$ cat src/rtl/weight_stream_source.sv
// weight_stream_source: loads a BDIM*SDIM weight tile into RAM and replays it num_reps times on an AXI-Stream master.
// Define WEIGHT_STREAM_SOURCE_PERF_EN to add the stall_cycles / beat_count performance counters.
module weight_stream_source #(
   parameter int WIDTH  = 8,
   parameter int BDIM   = 4,
   parameter int SDIM   = 16,
   parameter int ADDR_W = $clog2(BDIM*SDIM),
   parameter int REP_W  = 16
) (
   input  logic              ap_clk,
   input  logic              ap_rst,
   input  logic              wr_en,
   input  logic [ADDR_W-1:0] wr_addr,
   input  logic [WIDTH-1:0]  wr_data,
   input  logic              start,
   input  logic [REP_W-1:0]  num_reps,
   output logic              busy,
   output logic              done,
   output logic [WIDTH-1:0]  m_axis_weights_tdata,
   output logic              m_axis_weights_tvalid,
   input  logic              m_axis_weights_tready,
   output logic              m_axis_weights_tlast,
   output logic              m_axis_weights_tuser
`ifdef WEIGHT_STREAM_SOURCE_PERF_EN
   ,
   output logic [31:0]       stall_cycles,
   output logic [31:0]       beat_count
`endif
);
   localparam int                DEPTH     = BDIM*SDIM;
   localparam logic [ADDR_W:0]   DEPTH_C   = DEPTH[ADDR_W:0];
   localparam logic [ADDR_W-1:0] ADDR_LAST = ADDR_W'(DEPTH-1);

   typedef enum logic [1:0] {IDLE, RUN, FIN} state_t;
   state_t r_state, w_state_next;

   logic [WIDTH-1:0]  r_mem [DEPTH];
   logic [WIDTH-1:0]  r_rd_data;
   logic              r_rd_vld, r_rd_last, r_rd_user, r_rd_fin;
   logic [ADDR_W-1:0] r_rd_addr;
   logic [REP_W-1:0]  r_rep, r_reps;
   logic              r_issue_done;

   logic [WIDTH-1:0]  r_sk_data [2];
   logic [1:0]        r_sk_last, r_sk_user, r_sk_fin;
   logic              r_sk_wp, r_sk_rp;
   logic [1:0]        r_sk_cnt;

   logic              w_start_acc, w_sk_ne, w_pop, w_pop_sk, w_push, w_issue;
   logic              w_last_addr, w_last_rep, w_head_last, w_head_user, w_head_fin;
   logic [1:0]        w_sk_cnt_next;
   logic [WIDTH-1:0]  w_head_data;

   // Output head comes from the skid buffer when it holds data, else straight from the RAM read register.
   assign w_start_acc = (r_state == IDLE) && start;
   assign w_sk_ne     = (r_sk_cnt != 2'd0);
   assign w_head_data = w_sk_ne ? r_sk_data[r_sk_rp] : r_rd_data;
   assign w_head_last = w_sk_ne ? r_sk_last[r_sk_rp] : r_rd_last;
   assign w_head_user = w_sk_ne ? r_sk_user[r_sk_rp] : r_rd_user;
   assign w_head_fin  = w_sk_ne ? r_sk_fin[r_sk_rp]  : r_rd_fin;

   assign m_axis_weights_tvalid = w_sk_ne | r_rd_vld;
   assign m_axis_weights_tdata  = m_axis_weights_tvalid ? w_head_data : '0;
   assign m_axis_weights_tlast  = m_axis_weights_tvalid & w_head_last;
   assign m_axis_weights_tuser  = m_axis_weights_tvalid & w_head_user;

   assign w_pop         = m_axis_weights_tvalid & m_axis_weights_tready;
   assign w_pop_sk      = w_pop & w_sk_ne;
   assign w_push        = r_rd_vld & ~(w_pop & ~w_sk_ne);
   assign w_sk_cnt_next = r_sk_cnt + {1'b0, w_push} - {1'b0, w_pop_sk};
   assign w_last_addr   = (r_rd_addr == ADDR_LAST);
   assign w_last_rep    = (r_rep == r_reps - REP_W'(1));
   // A new read lands in the read register next cycle; it must fit in the skid buffer even if nothing drains.
   assign w_issue       = (r_state == RUN) && !r_issue_done && (w_sk_cnt_next <= 2'd1);

   always_comb begin
      w_state_next = r_state;
      busy         = 1'b0;
      done         = 1'b0;
      case (r_state)
         IDLE: if (start) w_state_next = (num_reps != '0) ? RUN : FIN;
         RUN: begin
            busy = 1'b1;
            if (w_pop && w_head_fin) w_state_next = FIN;
         end
         FIN: begin
            done         = 1'b1;
            w_state_next = IDLE;
         end
         default: w_state_next = IDLE;
      endcase
   end

   always_ff @(posedge ap_clk) begin
      if (wr_en && (r_state != RUN) && ({1'b0, wr_addr} < DEPTH_C))
         r_mem[wr_addr] <= wr_data;
      if (w_issue)
         r_rd_data <= r_mem[r_rd_addr];
   end

   always_ff @(posedge ap_clk) begin
      if (ap_rst) begin
         r_state      <= IDLE;
         r_rd_vld     <= 1'b0;
         r_rd_last    <= 1'b0;
         r_rd_user    <= 1'b0;
         r_rd_fin     <= 1'b0;
         r_rd_addr    <= '0;
         r_rep        <= '0;
         r_reps       <= '0;
         r_issue_done <= 1'b0;
         for (int i = 0; i < 2; i++) r_sk_data[i] <= '0;
         r_sk_last    <= '0;
         r_sk_user    <= '0;
         r_sk_fin     <= '0;
         r_sk_wp      <= 1'b0;
         r_sk_rp      <= 1'b0;
         r_sk_cnt     <= '0;
      end else begin
         r_state <= w_state_next;
         if (w_start_acc) begin
            r_reps       <= num_reps;
            r_rep        <= '0;
            r_rd_addr    <= '0;
            r_issue_done <= 1'b0;
         end else if (w_issue) begin
            r_rd_addr <= w_last_addr ? '0 : r_rd_addr + ADDR_W'(1);
            if (w_last_addr) begin
               r_rep <= r_rep + REP_W'(1);
               if (w_last_rep) r_issue_done <= 1'b1;
            end
         end
         r_rd_vld <= w_issue;
         if (w_issue) begin
            r_rd_last <= w_last_addr;
            r_rd_user <= ((32'(r_rd_addr) % BDIM) == BDIM - 1);
            r_rd_fin  <= w_last_addr & w_last_rep;
         end
         if (w_push) begin
            r_sk_data[r_sk_wp] <= r_rd_data;
            r_sk_last[r_sk_wp] <= r_rd_last;
            r_sk_user[r_sk_wp] <= r_rd_user;
            r_sk_fin[r_sk_wp]  <= r_rd_fin;
            r_sk_wp            <= ~r_sk_wp;
         end
         if (w_pop_sk) r_sk_rp <= ~r_sk_rp;
         r_sk_cnt <= w_sk_cnt_next;
      end
   end

`ifdef WEIGHT_STREAM_SOURCE_PERF_EN
   logic [31:0] r_stall, r_beats;

   always_ff @(posedge ap_clk) begin
      if (ap_rst || w_start_acc) begin
         r_stall <= '0;
         r_beats <= '0;
      end else begin
         if (m_axis_weights_tvalid && !m_axis_weights_tready && (r_stall != '1)) r_stall <= r_stall + 32'd1;
         if (w_pop && (r_beats != '1)) r_beats <= r_beats + 32'd1;
      end
   end

   assign stall_cycles = r_stall;
   assign beat_count   = r_beats;
`endif
endmodule
$ cat config.mk
export PLATFORM = sky130hd
export DESIGN_NAME = weight_stream_source
export DESIGN_NICKNAME = d
export VERILOG_FILES = /design/src/rtl/weight_stream_source.sv
export SDC_FILE = /design/constraint.sdc
export NUM_CORES = 1
export LEC_CHECK = 0
export ABC_AREA = 1
export CORE_ASPECT_RATIO = 0.7
export CORE_MARGIN = 10
export CORE_UTILIZATION = 40
export CTS_BUF_LIST = sky130_fd_sc_hd__clkbuf_2
export DETAILED_ROUTE_END_ITERATION = 10
export PLACE_DENSITY = 0.58
export RECOVER_POWER = 50
export SKIP_LAST_GASP = 1
export SLEW_MARGIN = 0
export SYNTH_ARGS = -nofsm -noshare
export SYNTH_HDL_FRONTEND = slang
export SYNTH_SLANG_ARGS = --single-unit
$ cat constraint.sdc
create_clock -name ap_clk -period 3.1 [get_ports ap_clk]
set_input_delay 0.465 -clock ap_clk [delete_from_list [all_inputs] [get_ports ap_clk]]
set_output_delay 0.465 -clock ap_clk [all_outputs]
set_load 0.01 [all_outputs]
# Word level (Yosys, flattened, before mapping)

Memory sizes are Yosys's and may differ from the RTL's. A register that Yosys moved wholly into a read port is not among the register bits.
Index checks and enable logic that the tools add are counted.

$lt $le $gt $ge: 4
Bitwise gates (word level): 12
Muxes and demuxes: 35
Add/sub/neg operators: 5
Reduce and logical (&&, ||, !) cells: 15
Equality and inequality tests: 8

Operator list:

| cell                    | number |
|---|---|
| $mux W8                 | 3 |
| $mux W1                 | 23 |
| $add A16 B1 Y16 const B | 1 |
| $eq A16 B16 Y1          | 1 |
| $reduce_bool A16 Y1     | 1 |
| $sub A16 B1 Y16 const B | 1 |
| $reduce_or A8 Y1        | 1 |
| $and A1 B1 Y1           | 7 |
| $add A6 B1 Y6 const B   | 1 |
| $bwmux W2               | 3 |
| $eq A6 B6 Y1 const B    | 1 |
| $logic_and A1 B1 Y1     | 6 |
| $mux W2                 | 3 |
| $mux W6                 | 1 |
| $eq A2 B2 Y1 const B    | 2 |
| $lt A1 B2 Y1 const B    | 2 |
| $ne A2 B1 Y1 const B    | 2 |
| $not A1 Y1              | 4 |
| $pmux W2 S2             | 1 |
| $reduce_and A2 Y1       | 2 |
| $reduce_and A3 Y1       | 1 |
| $add A2 B1 Y2           | 1 |
| $eq A2 B1 Y1 const B    | 1 |
| $le A2 B1 Y1 const B    | 1 |
| 9 further kinds         | 9 |

Input port bits: 35
Register bits: 55
Memories kept: 2
Memory bits (writable): 528

Memories:

| memory    | words | width | rd ports | clocked after memory_dff | wr ports | line | text |
|---|---|---|---|---|---|---|---|
| r_mem     | 64    | 8     | 1        | 1                        | 1        | 37   | `logic [WIDTH-1:0] r_mem [DEPTH];` |
| r_sk_data | 2     | 8     | 1        | 1                        | 2        | 44   | `logic [WIDTH-1:0] r_sk_data [2];` |

# Logic depth before layout (Yosys ltp)

Gate-level depths: netlist of run 1.

Depth after elaboration: 11
Depth in mapped cells: 20
Mapped depth without buffers: 20

# Worst setup path after synthesis of run 1

OpenSTA, ideal clock, no wires.

Path type: register to register
From: reg r_sk_cnt[1]
To: reg r_rd_addr[2]
Path slack: 695 ps
Required time: 2,969 ps
Data arrival time: 2,273 ps
Stages on the path, launching flop included: 20
Path through: dfxtp_1 -> inv_1 -> nand2_1 -> nor2_1 -> nand2_1 -> nand2_1 -> ha_1 -> inv_1 -> ha_1 -> inv_1 -> nand2_1 -> nand2_1 -> nand2_1 -> nand2_1 -> nand2_1 -> buf_2 -> inv_1 -> nand2_1 -> o21ai_0 -> a21oi_1

Cells in the longest elaborated chain, start to end: 10
Elaborated cells between the ends (all ways): 12
Those cells by class: 2 x add/sub; 1 x order compare; 7 x bitwise; 2 x reduce/logical

RTL lines:

| item                   | line | text |
|---|---|---|
| from (decl)            | 47   | `logic [1:0] r_sk_cnt;` |
| from (signal assigned) | 147  | `r_sk_cnt <= w_sk_cnt_next;` |
| $reduce_bool A2 Y1     | 56   | `assign w_sk_ne = (r_sk_cnt != 2'd0);` |
| $or A1 B1 Y1           | 62   | `assign m_axis_weights_tvalid = w_sk_ne \| r_rd_vld;` |
| $and A1 B1 Y1          | 67   | `assign w_pop = m_axis_weights_tvalid & m_axis_weights_tready;` |
| $and A1 B1 Y1          | 69   | `assign w_push = r_rd_vld & ~(w_pop & ~w_sk_ne);` |
| $not A1 Y1             | 69   |  |
| $and A1 B1 Y1          | 69   |  |
| $add A2 B1 Y2          | 70   | `assign w_sk_cnt_next = r_sk_cnt + {1'b0, w_push} - {1'b0, w_pop_sk};` |
| $sub A2 B1 Y2 *        | 70   |  |
| $le A2 B1 Y1 *         | 74   | `assign w_issue = (r_state == RUN) && !r_issue_done && (w_sk_cnt_next <= 2'd1);` |
| $logic_and A1 B1 Y1 *  | 74   |  |
| via w_issue            | 49   | `logic w_start_acc, w_sk_ne, w_pop, w_pop_sk, w_push, w_issue;` |
| to (signal assigned)   | 127  | `r_rd_addr <= w_last_addr ? '0 : r_rd_addr + ADDR_W'(1);` |
| to (decl)              | 40   | `logic [ADDR_W-1:0] r_rd_addr;` |

The timed path passes the listed nets; every way through them passes the cells marked *.
A chain may end at the register's enable or synchronous reset.

# Final worst setup path of run 1

From: reg r_sk_cnt[1]
To: out m_axis_weights_tlast

Cells in the longest elaborated chain, start to end: 3
Elaborated cells between the ends (all ways): 4
Those cells by class: 1 x mux; 2 x bitwise; 1 x reduce/logical

RTL lines:

| item                                    | line   | text |
|---|---|---|
| $reduce_bool A2 Y1 *                    | 56     |  |
| $or A1 B1 Y1 or $mux W1 (tied branches) | 62, 58 |  |
| $and A1 B1 Y1 *                         | 64     | `assign m_axis_weights_tlast = m_axis_weights_tvalid & w_head_last;` |
| to (decl)                               | 22     | `output logic m_axis_weights_tlast,` |

Every way passes the cells marked *; elsewhere a longest branch is shown, timed or not.

==> impl_metrics.env, run 1 <==
export IMPL_grt_max_degree=127
export IMPL_final_hold_viol_count=0
export IMPL_synthTopCellsByArea="edfxtp_1 (66%), nor2_1 (7.0%), o21ai_0 (6.0%)"
export IMPL_clkPwrFrac_pct=32.3
export IMPL_synth_top_area_cell="edfxtp_1"
export IMPL_power_internal_mw=11.6
export IMPL_cts_tree="yes"
export IMPL_max_slew_margin_pct=-61.5
export IMPL_synth_seq_area_share_pct=70.4
export IMPL_finalCritPeriodShare_pct=94.0
export IMPL_arrival_ns=2.45
export IMPL_synthArstFlopShare_pct=0
export IMPL_setup_viol=0
export IMPL_overflow=0
export IMPL_seqPwrFrac_pct=54.9
export IMPL_drc=0
export IMPL_ant_nets=0
export IMPL_synth_warning_count=0
export IMPL_irDropWorstVdd_v=0.000324
export IMPL_syn_instance_count=2101
export IMPL_worst_slew_pin_transition_ns=2.42
export IMPL_port_buffers=47
export IMPL_syn_nets=2141
export IMPL_initial_utilization_pct=40.6
export IMPL_synth_top_area_share_pct=65.8
export IMPL_cp_max_fo=5
export IMPL_clock_sinks=592
export IMPL_clk_latency_ns=1.16
export IMPL_slowest_stage="dfxtp_1"
export IMPL_final_cells=3228
export IMPL_viasPerCell=5.38
export IMPL_leakage_nw=9.67
export IMPL_syn_area_um2=24500
export IMPL_max_stage_delay_ns=0.32
export IMPL_period_minus_slack_ns=2.91
export IMPL_synth_seq_cells=592
export IMPL_finalClockSkew_ns=0.0722
export IMPL_final_nets=2358
export IMPL_grt_pass1_vias=17000
export IMPL_routedWlPerCell_um=20.2
export IMPL_cts_max_level=4
export IMPL_vias=17400
export IMPL_p_sw_mw=4.61
export IMPL_drt_iter0_markers=1841
export IMPL_antenna_found_initial=1
export IMPL_maxCapViolCount=8
export IMPL_path_delay_family="buffers and inverters"
export IMPL_criticalPathCategory="flip-flop to output pin"
export IMPL_critPathLaunchType="flip-flop"
export IMPL_synth_avg_cell_area_um2=11.6
export IMPL_violations="capacitance limit, slew limit"
export IMPL_cts_root_buf="clkbuf_2"
export IMPL_p_sw_share_pct=28.5
export IMPL_max_freq_mhz=343
export IMPL_ys_types=39
export IMPL_rows=75
export IMPL_worstSetupEndpointType="output pin"
export IMPL_post_cts_setup_buffers=0
export IMPL_clk_pin_slew_worst_paths_ns=0.10
export IMPL_grt_pass1_wl_mm=99.8
export IMPL_area_growth_pct=13.9
export IMPL_fp_dieH_um=227
export IMPL_cp_num_buf_inv=3
export IMPL_critPathRequiredTime_ns=2.63
export IMPL_synth_edf_count=536
export IMPL_dp_hpwl_mm=38.8
export IMPL_crit_chain="inv_1 > nand2_2 > nor2_4 > clkinv_2 > o22ai_1 > dlygate4sd2_1"
export IMPL_grtUsageTotal_pct=18.0
export IMPL_p_comb_share_pct=12.8
export IMPL_fillCellCount=5573
export IMPL_gp_congestion=0.857
export IMPL_die_area_um2=71600
export IMPL_timing_hold_ws_ns=0.151
export IMPL_yosys_most_used_dff="edfxtp_1"
export IMPL_netlist_top_cells_count="edfxtp_1 (536), nor2_1 (457), o21ai_0 (292), nand2_1 (164), nand3_1 (104)"
export IMPL_fp_coreArea_um2=60200
export IMPL_maxSlewViolCount=312
export IMPL_drt_first_pass_iters=5
export IMPL_post_place_cells=2956
export IMPL_p_per_area_nw_per_um2=581
export IMPL_hold_path_class="input port to flip-flop"
export IMPL_drt_total_wl_mm=65.2
export IMPL_die_x_um=316
export IMPL_ios=48
export IMPL_yosys_cell_count_top_type="edfxtp_1"
export IMPL_status="complete, but fails checks"
export IMPL_cts_buffers=141
export IMPL_drive_gt1_share_pct=14.6
export IMPL_clk_path_buf_depth=3
-- metal layers --
metal  wire length, um  vias to the layer above  global-route usage, %  part of all wire (%)
met2             27800                      639                   26.2                    43
met5                 0                        -                      0                     0
met3              5750                       95                   4.96                   8.8
met1             30700                     8536                   26.0                    47
met4              1020                        0                   4.88                   1.6
li1                  -                     8093                      -                     -
-- power by group through the flow --
stage	Clock (mW)	Sequential, mW	Combinational, mW
after floorplan	0	9.02	1.29
after global placement	0	9.06	2.03
after detailed placement	0	9.06	2.06
after CTS	5.39	8.88	2.08
after global routing	5.79	8.90	2.30
final	5.22	8.89	2.07
-- worst reg2reg max path, stage by stage (launching register included) --
cell     delay (ns)
dfxtp_1        0.32
inv_1          0.09
nand2_2        0.13
nor2_4         0.17
nand2_1        0.13
nand2_1        0.10
ha_1           0.22
inv_1          0.06
ha_1           0.15
inv_1          0.05
nand2_1        0.07
nand3_1        0.08
nand2_1        0.11
nand2_1        0.11
nor2_4         0.19
nand2_1        0.13
nor2_2         0.20
nand2_1        0.10
o21ai_0        0.19
a21oi_1        0.06
-- registers in the layout, indices dropped and copies added, names as in the netlist, 6 cells and up, named ones only --
name	cells
r_mem	512
r_rd_addr	6
r_rd_data	8
r_rep	16
r_reps	16
r_sk_data	16
-- cell type report --
cell class	count	area, um^2	area share [%]
multi-input combinational	1289	6310	22.7
tap	808	1010	3.63
timing repair buffer	191	1610	5.77
timing repair inverter	1	5.00	0.0180
sequential	592	17200	61.8
clock buffer	209	1050	3.75
inverter	102	394	1.41
antenna	1	2.50	0.00898
clock inverter	35	258	0.925
-- metrics by stage --
stage               power (mW)  area [um^2]  setup TNS (ns)  util, %  setup WS [ns]
floorplan                 10.3        24500               0        -          0.695
global placement          11.1        26400               0     43.7         0.0845
detailed placement        11.1        26400               0     43.7         0.0558
CTS                       16.3        27900               0     46.3         0.0120
global route              17.0        27900         -0.0627     46.2        -0.0203
finish                    16.2        27900               0     46.2          0.186
-- cell usage in the layout, fill, tap and decap left out, types with 7 or more instances in the layout --
master / n
a21oi_1: 38
buf_12: 7
buf_4: 98
clkbuf_1: 18
clkbuf_2: 210
clkdlybuf4s50_1: 29
clkinv_1: 26
dfxtp_1: 51
dlygate4sd2_1: 8
dlygate4sd3_1: 26
edfxtp_1: 536
inv_1: 91
mux2i_1: 8
nand2_1: 163
nand3_1: 104
nand4_1: 8
nor2_1: 455
nor3_1: 12
o211ai_1: 66
o21ai_0: 292
o21ai_1: 24
o221ai_1: 63
o22ai_1: 10
xor2_1: 10
-- path summary, 6_finish.rpt --
kind                     start                   end  slack, ns  cells after the start
setup reg to reg   r_sk_cnt[1]             r_rep[11]       0.38                     19
setup / recovery   r_sk_cnt[1]  m_axis_weights_tlast       0.19                      6
hold / removal    num_reps[15]            r_reps[15]       0.15                      3
hold reg to reg   r_issue_done          r_issue_done       0.46                      2
-- kinds of logic after synthesis --
family          count (synthesis)  synth area share [%]
flops                         592                  70.4
simple gates                  762                  12.6
buf+inv                       220                  3.91
mux                             8                 0.327
compound gates                499                  12.0
fa+ha+maj                       5                 0.256
xor+xnor                       15                 0.537
-- timing repair --
action                                 CTS  global route
setup endpoints to repair               11            14
hold buffers                            26             0
endpoints found under the hold margin  343             0
cloned                                   1             0
resized for setup                       16             6
Note: power is estimated with default switching activity, not from simulation.
==> run 2: changes to the inputs <==
Settings changed: SLEW_MARGIN 0 to 20.
==> results of run 2 <==
Same layout as run 1: the final DEF is identical, and so are final timing and power.
